### src/rtl/dose_seq_pkg.sv
// Shared state encoding, pump/valve phase decode and default counter width.
// S_FLUSH exists only when REAGENT_DOSE_FLUSH_EN is defined.
package dose_seq_pkg;

    localparam int CNT_W_DEFAULT = 16;

    typedef enum logic [2:0] {
        S_IDLE   = 3'd0,
        S_DOSE2  = 3'd1,
        S_DOSE3  = 3'd2,
        S_DOSE1  = 3'd3,
        S_SETTLE = 3'd4,
`ifdef REAGENT_DOSE_FLUSH_EN
        S_FLUSH  = 3'd5,
`endif
        S_DONE   = 3'd6
    } state_t;

    // Pump enables for a phase, ordered {pump1, pump2, pump3}.
    function automatic logic [2:0] pump_mask(input state_t s);
        case (s)
            S_DOSE1: pump_mask = 3'b100;
            S_DOSE2: pump_mask = 3'b010;
            S_DOSE3: pump_mask = 3'b001;
`ifdef REAGENT_DOSE_FLUSH_EN
            S_FLUSH: pump_mask = 3'b111;
`endif
            default: pump_mask = 3'b000;
        endcase
    endfunction

    function automatic logic valve_open(input state_t s);
        case (s)
            S_SETTLE: valve_open = 1'b1;
`ifdef REAGENT_DOSE_FLUSH_EN
            S_FLUSH:  valve_open = 1'b1;
`endif
            default:  valve_open = 1'b0;
        endcase
    endfunction

endpackage

### src/rtl/dose_timer.sv
// Loadable down-counter shared by every dosing phase; expire marks the last
// cycle of a phase and the count parks at zero instead of wrapping.
module dose_timer
    import dose_seq_pkg::*;
#(
    parameter int CNT_W = CNT_W_DEFAULT
) (
    input  logic             clk,
    input  logic             rst,
    input  logic             load,
    input  logic [CNT_W-1:0] load_val,
    output logic             expire
);

    localparam logic [CNT_W-1:0] ONE = {{(CNT_W-1){1'b0}}, 1'b1};

    logic [CNT_W-1:0] cnt_r;

    // Count register: load on phase entry, otherwise decrement down to zero.
    always_ff @(posedge clk or posedge rst) begin
        if (rst) begin
            cnt_r <= '0;
        end else if (load) begin
            cnt_r <= load_val;
        end else if (cnt_r != '0) begin
            cnt_r <= cnt_r - ONE;
        end else begin
            cnt_r <= cnt_r;
        end
    end

    assign expire = (cnt_r == ONE);

endmodule

### src/rtl/reagent_dose_seq.sv
// Three-inlet reagent dosing sequencer: soln2, soln3, soln1, settle, optional
// flush (REAGENT_DOSE_FLUSH_EN), done. All outputs are registered.
module reagent_dose_seq
    import dose_seq_pkg::*;
#(
    parameter int CNT_W     = CNT_W_DEFAULT,
    parameter int FLUSH_LEN = 64
) (
    input  logic             clk,
    input  logic             rst,
    input  logic             start,
    input  logic             abort,
    input  logic [CNT_W-1:0] dose1_len,
    input  logic [CNT_W-1:0] dose2_len,
    input  logic [CNT_W-1:0] dose3_len,
    input  logic [CNT_W-1:0] settle_len,
    output logic             pump1_en,
    output logic             pump2_en,
    output logic             pump3_en,
    output logic             valve_out_en,
    output logic             busy,
    output logic             done,
    output logic             err
);

    localparam logic [CNT_W-1:0] FLUSH_CNT = CNT_W'(FLUSH_LEN);
`ifdef REAGENT_DOSE_FLUSH_EN
    localparam state_t AFTER_SETTLE = S_FLUSH;
`else
    localparam state_t AFTER_SETTLE = S_DONE;
`endif

    state_t           state_r, next_s;
    state_t           from_idle_s, after_dose2_s, after_dose3_s, after_dose1_s;
    logic [CNT_W-1:0] len1_r, len2_r, len3_r, lens_r;
    logic [CNT_W-1:0] l1_s, l2_s, l3_s, ls_s, load_val_s;
    logic             armed_r, idle_s, accept_s, abort_s, load_s, expire_s;

    assign idle_s   = (state_r == S_IDLE);
    assign accept_s = idle_s && start && armed_r;
    assign abort_s  = abort && !idle_s;

    // In IDLE the live inputs decide the first phase; afterwards the latched copies rule.
    assign l1_s = idle_s ? dose1_len  : len1_r;
    assign l2_s = idle_s ? dose2_len  : len2_r;
    assign l3_s = idle_s ? dose3_len  : len3_r;
    assign ls_s = idle_s ? settle_len : lens_r;

    // Next-state and timer load: zero-length phases are skipped without a gap cycle.
    always_comb begin
        after_dose1_s = (ls_s != '0) ? S_SETTLE : AFTER_SETTLE;
        after_dose3_s = (l1_s != '0) ? S_DOSE1  : after_dose1_s;
        after_dose2_s = (l3_s != '0) ? S_DOSE3  : after_dose3_s;
        from_idle_s   = (l2_s != '0) ? S_DOSE2  : after_dose2_s;
        next_s        = state_r;
        if (abort_s) begin
            next_s = S_IDLE;
        end else begin
            case (state_r)
                S_IDLE:   next_s = accept_s ? from_idle_s   : S_IDLE;
                S_DOSE2:  next_s = expire_s ? after_dose2_s : S_DOSE2;
                S_DOSE3:  next_s = expire_s ? after_dose3_s : S_DOSE3;
                S_DOSE1:  next_s = expire_s ? after_dose1_s : S_DOSE1;
                S_SETTLE: next_s = expire_s ? AFTER_SETTLE  : S_SETTLE;
`ifdef REAGENT_DOSE_FLUSH_EN
                S_FLUSH:  next_s = expire_s ? S_DONE        : S_FLUSH;
`endif
                S_DONE:   next_s = S_IDLE;
                default:  next_s = S_IDLE;
            endcase
        end
        load_s = (next_s != state_r);
        case (next_s)
            S_DOSE2:  load_val_s = l2_s;
            S_DOSE3:  load_val_s = l3_s;
            S_DOSE1:  load_val_s = l1_s;
            S_SETTLE: load_val_s = ls_s;
            S_IDLE:   load_val_s = '0;
            S_DONE:   load_val_s = '0;
            default:  load_val_s = FLUSH_CNT;
        endcase
    end

    dose_timer #(.CNT_W(CNT_W)) u_timer (
        .clk      (clk),
        .rst      (rst),
        .load     (load_s),
        .load_val (load_val_s),
        .expire   (expire_s)
    );

    // State register; armed_r blocks a start on the first edge after reset release.
    always_ff @(posedge clk or posedge rst) begin
        if (rst) begin
            state_r <= S_IDLE;
            armed_r <= 1'b0;
        end else begin
            state_r <= next_s;
            armed_r <= 1'b1;
        end
    end

    // Run lengths captured once, on the accepting edge.
    always_ff @(posedge clk or posedge rst) begin
        if (rst) begin
            len1_r <= '0;
            len2_r <= '0;
            len3_r <= '0;
            lens_r <= '0;
        end else if (accept_s) begin
            len1_r <= dose1_len;
            len2_r <= dose2_len;
            len3_r <= dose3_len;
            lens_r <= settle_len;
        end else begin
            len1_r <= len1_r;
            len2_r <= len2_r;
            len3_r <= len3_r;
            lens_r <= lens_r;
        end
    end

    // Outputs decoded from the next state so they change together with it.
    always_ff @(posedge clk or posedge rst) begin
        if (rst) begin
            {pump1_en, pump2_en, pump3_en} <= 3'b000;
            valve_out_en <= 1'b0;
            busy         <= 1'b0;
            done         <= 1'b0;
            err          <= 1'b0;
        end else begin
            {pump1_en, pump2_en, pump3_en} <= pump_mask(next_s);
            valve_out_en <= valve_open(next_s);
            busy         <= (next_s != S_IDLE);
            done         <= (next_s == S_DONE);
            err          <= abort_s;
        end
    end

endmodule

### config.mk
export PLATFORM = sky130hd
export DESIGN_NAME = reagent_dose_seq
export DESIGN_NICKNAME = d
export VERILOG_FILES = /design/src/rtl/dose_seq_pkg.sv /design/src/rtl/dose_timer.sv /design/src/rtl/reagent_dose_seq.sv
export SDC_FILE = /design/constraint.sdc
export NUM_CORES = 1
export LEC_CHECK = 0
export CAP_MARGIN = 20
export CORE_ASPECT_RATIO = 2
export CORE_MARGIN = 2
export CORE_UTILIZATION = 44
export CTS_CLUSTER_DIAMETER = 30
export DETAILED_ROUTE_END_ITERATION = 10
export HOLD_SLACK_MARGIN = 0.1
export PLACE_DENSITY = 0.76
export SLEW_MARGIN = 25
export SYNTH_ARGS = -nofsm -noshare
export SYNTH_HDL_FRONTEND = slang
export SYNTH_HIERARCHICAL = 1
export SYNTH_SLANG_ARGS = --single-unit
### constraint.sdc
create_clock -name clk -period 4.3 [get_ports clk]
set_clock_uncertainty 0.05 [all_clocks]
set_input_delay 1.29 -clock clk [delete_from_list [all_inputs] [get_ports clk]]
set_output_delay 1.29 -clock clk [all_outputs]
set_load 0.1 [all_outputs]
==> impl_metrics.py <==
metrics = {
    "global_route": {
        "grt_usage": 0.266,
        "grt_pass1_vias": 5093,
        "overflow": 0,
        "grt_max_degree": 76,
        "grt_pass1_wl_um": 26600,
        "antenna_found_initial": 0,
    },
    "critical_path": {
        "critPathSlowestCell": "nor4_1",
        "critPathMaxFanout": 18,
        "r2r_start": "u_timer/cnt_r[11]$_DFFE_PP0P_",
        "r2r_end": "u_timer/cnt_r[3]$_DFFE_PP0P_",
        "critical_path.startpoint": "dose3_len[1]",
        "critPathArrivalTime_ns": 4.42,
        "criticalPathCategory": "primary input to flip-flop",
        "critPathRequiredTime_ns": 4.53,
        "crit_path_end_kind": "flip-flop",
        "crit_path_end": "u_timer/cnt_r[3]$_DFFE_PP0P_",
        "crit_chain": "clkdlybuf4s50_1, nor4_1, and4_1, nand3b_1, a32oi_1, nand2_1, buf_12, nor4_1, buf_4, a221o_1, mux2_2",
        "r2r_setup_slack_ns": 0.17,
        "start_kind": "primary input",
        "r2r_cells": 13,
        "cpPeakStageDelay_ns": 0.63,
        "worst_path_most_repeated_cell": "nor4_1",
    },
    "timing": {
        "fin_crit_sh": 0.975,
        "rsz0062_at_grt": "no",
        "period_needed_ns": 4.19,
        "fin_tns_setup_ns": 0,
        "maxSlewHeadroom": 0.350,
        "max_slew.worst_pin.slew_ns": 0.972,
        "setup_viol": 0,
        "hold_viol": 0,
        "drv_slew": 0,
        "fmax_mhz": 238,
    },
    "die": {
        "die_h_um": 161,
        "core.rowCount": 57,
        "fp.dieW_um": 82.6,
        "die-area_um2": 13300,
        "io_pins": 75,
        "start_util": 0.449,
        "fp.coreArea_um2": 12100,
    },
    "layout": {
        "antenna_cells": 0,
        "drive_gt1_frac": 0.215,
        "n_fill_cell": 1102,
        "syn_to_final_growth_pct": 24.1,
        "final_area_um2": 6760,
        "multi_input_area_um2": 2960,
        "seqCellArea_um2": 2280,
        "nets": 708,
    },
    "clock_tree": {
        "hold_buffers": 0,
        "cts_inserted_buffers": 9,
        "cts_tree": "built",
        "clock_latency_ns": 0.34,
        "cts.sinks": 91,
        "cts_max_level": 3,
        "cts_setup_buffers": 0,
        "cts-root-buf": "clkbuf_16",
        "post_cts_resized": 0,
        "cts_buffer_depth": 2,
        "clk_pin_slew_ns": 0.06,
    },
    "pwr": {
        "power_per_cell_area_nw_per_um2": 746,
        "power.total_mw": 5.04,
        "p_leak_nw": 2.74,
        "peakVddDrop_mv": 0.353,
    },
    "drt": {
        "wl_per_cell_um": 21.4,
        "vias": 4970,
        "dr.pass1.iters": 7,
        "drt_iter0_drc": 634,
        "routed_via_density": 6.29,
        "totalWireLength_um": 16900,
        "drc": 0,
        "ant_nets": 0,
    },
    "logic_synthesis": {
        "ys_warn_count": 6,
        "syn_avg_cell_area_um2": 9.70,
        "netlist_instances": 561,
        "syn-num-nets": 631,
        "ys.flop_type": "dfrtp_1",
        "synth_edf_count": 0,
        "synth_top_cell_by_area": "dfrtp_1",
        "synth_top_area_frac": 0.418,
        "yosysSeqAreaShare": 0.418,
        "yosysUniqueCellTypes": 62,
        "synth_area_leaders": "dfrtp_1, mux2_2, nand2_1",
        "synth_area_um2": 5440,
        "ys_seq_elements": 91,
        "async_flop_share": 1.00,
    },
    "job": {
        "maxCapViolations": 0,
    },
    "hold_path": {
        "hp-class": "flip-flop to flip-flop",
        "worstHoldStart": "len2_r[15]$_DFFE_PP0P_",
    },
    "placement": {
        "dp_hpwl_um": 12500,
        "placed_cell_area_um2": 6430,
        "globalplace.congestion": 0.985,
        "port_buffers": 74,
    },
    "status": {
        "status": "completed",
    },
}
[critical path, delay by kind of cell]
| kind | cells | cell delay (ns) |
|---|---|---|
| simple gates | 5 | 1.60 |
| compound gates | 2 | 0.48 |
| buf+inv | 3 | 0.86 |
| mux | 1 | 0.16 |
[cell type report]
type	count	share of cell area
clock buffers	12	0.0365
clock inverters	4	0.0109
inverters	9	0.00500
multi-input cells	427	0.439
flip-flops and latches	91	0.337
well taps	147	0.0272
repair buffers	100	0.145
[sequential cells by signal, summed over array words and instances (netlist names)]
name,cells
armed_r,1
busy,1
done,1
err,1
len1_r,16
len2_r,16
len3_r,16
lens_r,16
pump1_en,1
pump2_en,1
pump3_en,1
state_r,3
u_timer/cnt_r,16
valve_out_en,1
[how the worst min path moves through the flow]
stage               slack [ns]  cells after the start                endpoint
finish                    0.47                      1  len2_r[15]$_DFFE_PP0P_
CTS                       0.46                      1  len2_r[15]$_DFFE_PP0P_
floorplan                 0.43                      1   len2_r[0]$_DFFE_PP0P_
global placement          0.44                      1   len2_r[2]$_DFFE_PP0P_
global route              0.47                      1  len2_r[15]$_DFFE_PP0P_
detailed placement        0.45                      1  len2_r[15]$_DFFE_PP0P_
[cells by family after synthesis]
| family | share of synthesized area |
|---|---|
| buffers and inverters | 0.0398 |
| and+or+nand+nor | 0.277 |
| other | 0.000689 |
| AOI/OAI and AO/OA | 0.107 |
| adders and majority gates | 0.00460 |
| muxes | 0.140 |
| xor gates and xnor gates | 0.0129 |
| DFF | 0.418 |
[synthesized netlist by cell type (9+ instances only)]
| cell type | n |
|---|---|
| buf_2 | 11 |
| nor4_1 | 40 |
| nor2_1 | 30 |
| a221o_1 | 14 |
| mux2_2 | 66 |
| inv_1 | 9 |
| nor3_1 | 29 |
| clkbuf_1 | 15 |
| nand2_1 | 94 |
| dfrtp_1 | 91 |
| a21oi_1 | 24 |
| or3_1 | 17 |
[power by group]
| part | internal (mW) | leakage (nW) | total [mW] | switching [mW] |
|---|---|---|---|---|
| sequential | 1.27 | 1.10 | 1.68 | 0.406 |
| combinational | 1.08 | 1.48 | 2.51 | 1.44 |
| clock | 0.526 | 0.157 | 0.846 | 0.321 |
| total | 2.88 | 2.74 | 5.04 | 2.16 |
[through the flow]
| stage | util | worst slack, ns | instances | hold slack [ns] |
|---|---|---|---|---|
| floorplan | - | 0.305 | 561 | 0.431 |
| global placement | 0.530 | -0.0330 | 774 | 0.439 |
| detailed placement | 0.530 | -0.0680 | 774 | 0.448 |
| CTS | 0.557 | 0.168 | 790 | 0.464 |
| global route | 0.557 | 0.0409 | 790 | 0.468 |
| finish | 0.557 | 0.106 | 790 | 0.466 |
[layout by cell type, fill, tap and decap left out, types with 3 or more instances in the layout]
master           Yosys  routed
dfrtp_1             91      91
o31ai_1              8       7
clkdlybuf4s50_1      0      74
xnor2_1              3       3
xor2_1               5       5
buf_4                3      22
mux2_2              66      66
nand3_1              6       6
nand4_1              8       8
nor4_1              40      40
buf_12               0       3
o21ai_0              6       6
nor3_2               8       7
and4_1               5       5
a221o_1             14      14
a211o_1              3       3
a21oi_1             24      24
a31oi_1              3       3
nor3_1              29      29
nand2_1             94      94
clkbuf_16            0       9
and3_1               5       4
nor2_1              30      30
or3_1               17      16
nand3b_1             4       4
inv_1                9       8
nor4_2               5       5
[metal layers]
layer	wire length (um)	share of wire	track usage	vias to the layer above
met2	8990	0.53	0.458	193
li1	-	-	-	2237
met3	687	0.041	0.0296	70
met5	0	0	0	-
met1	5930	0.35	0.290	2470
met4	1330	0.078	0.190	0
Power figures use the tool's default switching activity.
